$ cat src/rtl/reg_8bit_ser_tx_if.sv
// Load/data request and serial-line status bundle for reg_8bit_ser_tx.
// master = requester side, slave = transmitter side.
interface reg_8bit_ser_tx_if #(
  parameter int DATA_W = 8
);
  logic              Load;
  logic [DATA_W-1:0] D;
  logic              TxD;
  logic              Busy;
  logic              Done;

  modport master (output Load, output D, input TxD, input Busy, input Done);
  modport slave  (input Load, input D, output TxD, output Busy, output Done);
endinterface

$ cat src/rtl/reg_8bit_ser_tx.sv
// Parallel-in, serial-out transmitter: start bit, DATA_W bits LSB first, stop bit.
// Define TX_PARITY_EN to insert an even-parity bit between the data and the stop bit.
module reg_8bit_ser_tx #(
  parameter int DATA_W     = 8,
  parameter int BIT_CYCLES = 4
) (
  input logic              CLK,
  input logic              not_reset,
  reg_8bit_ser_tx_if.slave bus
);
  localparam int CW = (BIT_CYCLES > 1) ? $clog2(BIT_CYCLES) : 1;
  localparam int BW = $clog2(DATA_W + 1);
  localparam logic [CW-1:0] CYC_LAST = CW'(BIT_CYCLES - 1);
  localparam logic [CW-1:0] CYC_PEN  = CW'((BIT_CYCLES > 1) ? BIT_CYCLES - 2 : 0);
  localparam logic [BW-1:0] BIT_LAST = BW'(DATA_W - 1);
  localparam logic DONE_ON_ENTRY     = (BIT_CYCLES == 1);

`ifdef TX_PARITY_EN
  typedef enum logic [2:0] {IDLE, START, DATA, PARITY, STOP} state_t;
  logic r_par;
`else
  typedef enum logic [1:0] {IDLE, START, DATA, STOP} state_t;
`endif

  state_t            r_state;
  logic [DATA_W-1:0] r_sh;
  logic [BW-1:0]     r_bit;
  logic [CW-1:0]     r_cyc;
  logic              r_txd, r_busy, r_done;
  logic              w_bit_end;
  logic [DATA_W-1:0] w_sh_next;

  assign w_bit_end = (r_cyc == CYC_LAST);
  assign w_sh_next = r_sh >> 1;

  // TxD is registered, so each transition loads the value of the bit being entered.
  always_ff @(posedge CLK) begin
    if (!not_reset) begin
      r_state <= IDLE;
      r_sh    <= '0;
      r_bit   <= '0;
      r_cyc   <= '0;
      r_txd   <= 1'b1;
      r_busy  <= 1'b0;
      r_done  <= 1'b0;
`ifdef TX_PARITY_EN
      r_par   <= 1'b0;
`endif
    end else begin
      r_done <= 1'b0;
      case (r_state)
        IDLE: if (bus.Load) begin
          r_sh    <= bus.D;
`ifdef TX_PARITY_EN
          r_par   <= ^bus.D;
`endif
          r_state <= START;
          r_busy  <= 1'b1;
          r_txd   <= 1'b0;
          r_cyc   <= '0;
          r_bit   <= '0;
        end
        START: if (w_bit_end) begin
          r_cyc   <= '0;
          r_state <= DATA;
          r_txd   <= r_sh[0];
        end else r_cyc <= r_cyc + 1'b1;
        DATA: if (w_bit_end) begin
          r_cyc <= '0;
          r_sh  <= w_sh_next;
          if (r_bit == BIT_LAST) begin
            r_bit   <= '0;
`ifdef TX_PARITY_EN
            r_state <= PARITY;
            r_txd   <= r_par;
`else
            r_state <= STOP;
            r_txd   <= 1'b1;
            r_done  <= DONE_ON_ENTRY;
`endif
          end else begin
            r_bit <= r_bit + 1'b1;
            r_txd <= w_sh_next[0];
          end
        end else r_cyc <= r_cyc + 1'b1;
`ifdef TX_PARITY_EN
        PARITY: if (w_bit_end) begin
          r_cyc   <= '0;
          r_state <= STOP;
          r_txd   <= 1'b1;
          r_done  <= DONE_ON_ENTRY;
        end else r_cyc <= r_cyc + 1'b1;
`endif
        // Done is raised one edge early so it lands on the last stop cycle.
        STOP: if (w_bit_end) begin
          r_cyc   <= '0;
          r_state <= IDLE;
          r_busy  <= 1'b0;
        end else begin
          r_cyc  <= r_cyc + 1'b1;
          r_done <= (r_cyc == CYC_PEN);
        end
        default: r_state <= IDLE;
      endcase
    end
  end

  assign bus.TxD  = r_txd;
  assign bus.Busy = r_busy;
  assign bus.Done = r_done;
endmodule

$ cat src/flat_wrapper.sv
// flat-port wrapper written by rule: the top's interface ports become plain ports
module reg_8bit_ser_tx_flat 
#(
  parameter int DATA_W     = 8,
  parameter int BIT_CYCLES = 4
)
  (CLK, not_reset, bus_Load, bus_D, bus_TxD, bus_Busy, bus_Done);
  reg_8bit_ser_tx_if #(.DATA_W(DATA_W)) bus_i ();
  input logic CLK;
  input logic not_reset;
  input wire logic [$bits(bus_i.Load)-1:0] bus_Load;
  input wire logic [$bits(bus_i.D)-1:0] bus_D;
  output wire logic [$bits(bus_i.TxD)-1:0] bus_TxD;
  output wire logic [$bits(bus_i.Busy)-1:0] bus_Busy;
  output wire logic [$bits(bus_i.Done)-1:0] bus_Done;
  assign bus_i.Load = bus_Load;
  assign bus_i.D = bus_D;
  assign bus_TxD = bus_i.TxD;
  assign bus_Busy = bus_i.Busy;
  assign bus_Done = bus_i.Done;
  reg_8bit_ser_tx #(.DATA_W(DATA_W), .BIT_CYCLES(BIT_CYCLES)) u_core (.CLK(CLK), .not_reset(not_reset), .bus(bus_i));
endmodule
$ cat config.mk
export PLATFORM = sky130hd
export DESIGN_NAME = reg_8bit_ser_tx_flat
export DESIGN_NICKNAME = d
export VERILOG_FILES = /design/src/rtl/reg_8bit_ser_tx_if.sv /design/src/rtl/reg_8bit_ser_tx.sv /design/src/flat_wrapper.sv
export SDC_FILE = /design/constraint.sdc
export NUM_CORES = 1
export LEC_CHECK = 0
export CAP_MARGIN = 20
export CORE_UTILIZATION = 33
export DETAILED_ROUTE_END_ITERATION = 10
export GPL_TIMING_DRIVEN = 0
export PLACE_DENSITY = 0.64
export SYNTH_ARGS = -nofsm -noshare
export SYNTH_HDL_FRONTEND = slang
export SYNTH_SLANG_ARGS = --single-unit
$ cat constraint.sdc
create_clock -name CLK -period 1.6 [get_ports CLK]
set_input_delay 0.16 -clock CLK [delete_from_list [all_inputs] [get_ports CLK]]
set_output_delay 0.16 -clock CLK [all_outputs]
set_load 0.005 [all_outputs]
==> results.sh <==
export IMPL_status="completed"
export IMPL_seq_area_frac_synth=0.358
export IMPL_p_leak_nw=0.549
export IMPL_register_area_um2=385
export IMPL_synth_area_leader_cell="dfxtp_1"
export IMPL_p_per_area_nw_per_um2=1720
export IMPL_synth_warnings=0
export IMPL_cts_root_buffer="clkbuf_4"
export IMPL_dieArea_um2=3450
export IMPL_cpPeakStageDelay_ns=0.34
export IMPL_synth_flop_cell="dfxtp_1"
export IMPL_endpoint_kind="flop"
export IMPL_first_iter_violations=23
export IMPL_worstSetupPathType="reg -> reg"
export IMPL_synth_async_reset_ratio=0
export IMPL_globalplace_congestion=0.822
export IMPL_fp_coreArea_um2=3050
export IMPL_reg2regPathDepth=6
export IMPL_synthesis_instances=112
export IMPL_grt_pass1_vias=925
export IMPL_areaGrowthSynthToFinish_pct=32.7
export IMPL_h_tree_depth=1
export IMPL_drc=0
export IMPL_setup_violations=0
export IMPL_worstSetupStartpointType="flop"
export IMPL_hold_class="in -> reg"
export IMPL_synth_common_cells="dfxtp_1, a21oi_1, mux2i_1"
export IMPL_wl_per_cell_um=13.3
export IMPL_synth_fp_nets=131
export IMPL_seq_power_share=0.285
export IMPL_clock_fmax_ghz=0.638
export IMPL_fin_crit_ns=1.57
export IMPL_synthesis_area_um2=1060
export IMPL_avgSynthCellArea_um2=9.47
export IMPL_clk_pin_slew_ns=0.11
export IMPL_synth_edf_count=0
export IMPL_cp_cell_sequence="buf_4 -> ha_2 -> buf_6 -> o21ba_4 -> o31a_2 -> a211o_1"
export IMPL_ctsHoldBuffers=0
export IMPL_clock_power_share=0.105
export IMPL_drive_gt1_frac=0.268
export IMPL_internal_power_w=0.00146
export IMPL_yosys_top_cells_area="dfxtp_1, ha_1, mux2i_1"
export IMPL_cts_buffer_depth=2
export IMPL_rrSetupSlack_ns=0.03
export IMPL_antenna_cells=0
export IMPL_sw_frac_of_total=0.397
export IMPL_ioPinCount=14
export IMPL_combPwrFrac=0.611
export IMPL_grt_max_degree=12
export IMPL_skew_ns=0.00154
export IMPL_tritoncts="done"
export IMPL_yosysMostFrequentCell="dfxtp_1"
export IMPL_period_share=0.980
export IMPL_rsz0062_at_grt="yes"
export IMPL_dr_pass1_iters=4
export IMPL_critPathArrivalTime_ns=1.77
export IMPL_power_switching_w=0.000960
export IMPL_finalHoldViolCount=0
export IMPL_nNetsFinal=158
export IMPL_dp_cells=169
export IMPL_cp_max_fo=8
export IMPL_drv_slew=0
export IMPL_hp_start="bus_D[3]"
export IMPL_fin_util=0.461
export IMPL_critPathLaunch="u_core.r_state[1]$_SDFFE_PN0P_"
export IMPL_stdcell_area_um2=1410
export IMPL_wirelength_mm=2.42
export IMPL_ant_nets=0
export IMPL_synth_distinct_cells=33
export IMPL_dieWidth_um=58.7
export IMPL_multiInputGateArea_um2=658
export IMPL_clock_latency_ns=0.30
export IMPL_dpl_cell_area_um2=1250
export IMPL_fp_row_count=20
export IMPL_numCtsBuffers=3
export IMPL_min_path_cells=3
export IMPL_cts_sinks=19
export IMPL_timing_rr_start="u_core.r_state[1]$_SDFFE_PN0P_"
export IMPL_worst_slew_pin_slew_ns=0.378
export IMPL_nFillCells=313
export IMPL_grt_ovfl_total=0
export IMPL_synth_top_area_frac=0.358
export IMPL_grt_pass1_wl_mm=4.15
export IMPL_dieHeight_um=58.7
export IMPL_maxCapViolCount=0
export IMPL_slew_headroom=0.748
export IMPL_viasPerCell=5.08
export IMPL_cpMaxStageDelayCell="dfxtp_2"
export IMPL_ys_seq_elements=19
export IMPL_vias=924
export IMPL_instances_no_fill=182
export IMPL_grt_usage=0.161
export IMPL_antenna_found_initial=0
export IMPL_port_buffers=13
export IMPL_vdd_drop_max_v=0.000745
export IMPL_cp_required_ns=1.81
export IMPL_timing_hold_ws_ns=0.486
export IMPL_dpl_hpwl_mm=1.59
export IMPL_start_util=0.348
==> worst max-delay path: cells and delay by family, from the launching register on <==
family	cells	cell delay [ns]
buf+inv	2	0.26
flops	1	0.34
compound gates	3	0.70
fa+ha+maj	1	0.16
==> logic make-up after synthesis <==
kind of cell               count (synthesis)  synth area share
AOI/OAI and AO/OA                         37             0.232
xor gates and xnor gates                   1           0.00826
adders and majority gates                  8            0.0943
buffers and inverters                     13            0.0837
DFF                                       19             0.358
muxes                                     10            0.0955
and+or+nand+nor                           24             0.127
==> worst paths after layout <==
kind	endpoint
setup / recovery	u_core.bus.TxD$_SDFFE_PN1P_
setup reg to reg	u_core.bus.TxD$_SDFFE_PN1P_
hold reg to reg	u_core.r_sh[7]$_SDFFE_PN0P_
hold / removal	u_core.r_sh[3]$_SDFFE_PN0P_
==> final cells by class <==
type / instances / share of cell area
clock inverter: 1 / 0.00356
timing repair buffer: 24 / 0.151
sequential: 19 / 0.274
tap: 44 / 0.0391
multi-input combinational: 80 / 0.468
inverter: 6 / 0.0160
buffer: 5 / 0.0329
clock buffer: 3 / 0.0160
==> what timing repair did <==
| item | in CTS | in global routing |
|---|---|---|
| gates resized for setup | 4 | 12 |
| setup endpoints to repair | 13 | 12 |
| setup buffers | 4 | 7 |
| endpoints found under the hold margin | 0 | 0 |
| pin swaps | 1 | 4 |
==> power by group through the flow <==
stage | logic (W) | clock network [W] | registers (W)
3_3_place_gp | 0.00110 | 0 | 0.000707
5_1_grt | 0.00162 | 0.000292 | 0.000705
6_report | 0.00148 | 0.000254 | 0.000689
4_1_cts | 0.00123 | 0.000268 | 0.000690
3_5_place_dp | 0.00113 | 0 | 0.000714
2_1_floorplan | 0.000876 | 0 | 0.000694
==> metal layers <==
| layer | GRT usage | wire, µm | vias up |
|---|---|---|---|
| met2 | 0.268 | 1130 | 21 |
| met4 | 0.0442 | 19 | 0 |
| met5 | 0 | 0 | - |
| met3 | 0.0505 | 133 | 4 |
| li1 | - | - | 466 |
| met1 | 0.201 | 1130 | 433 |
==> per-stage QoR <==
stage	total power [W]	setup slack (ns)	TNS, ns
floorplan	0.00157	0.0144	0
global placement	0.00181	-0.100	-0.827
detailed placement	0.00184	-0.143	-1.07
CTS	0.00218	0.00348	0
global route	0.00262	-0.0441	-0.0936
finish	0.00242	0.0326	0
==> cell usage in the layout (no fill, tap or decap), drive strengths merged, types with 2 or more instances in the layout <==
master	n
dfxtp	19
a21oi	15
buf	15
clkdlybuf4s50	13
mux2i	9
a211oi	8
ha	8
nand2	6
inv	6
nor2	5
clkbuf	4
o21ai	3
nor2b	3
nand4	2
nor3	2
o41ai	2
==> registers in the layout, summed over array words and instances (netlist names) <==
register / count
u_core.r_state: 2
u_core.bus.Busy: 1
u_core.bus.Done: 1
u_core.r_sh: 8
u_core.r_bit: 4
u_core.r_cyc: 2
u_core.bus.TxD: 1
Note: power is estimated with default switching activity, not from simulation.
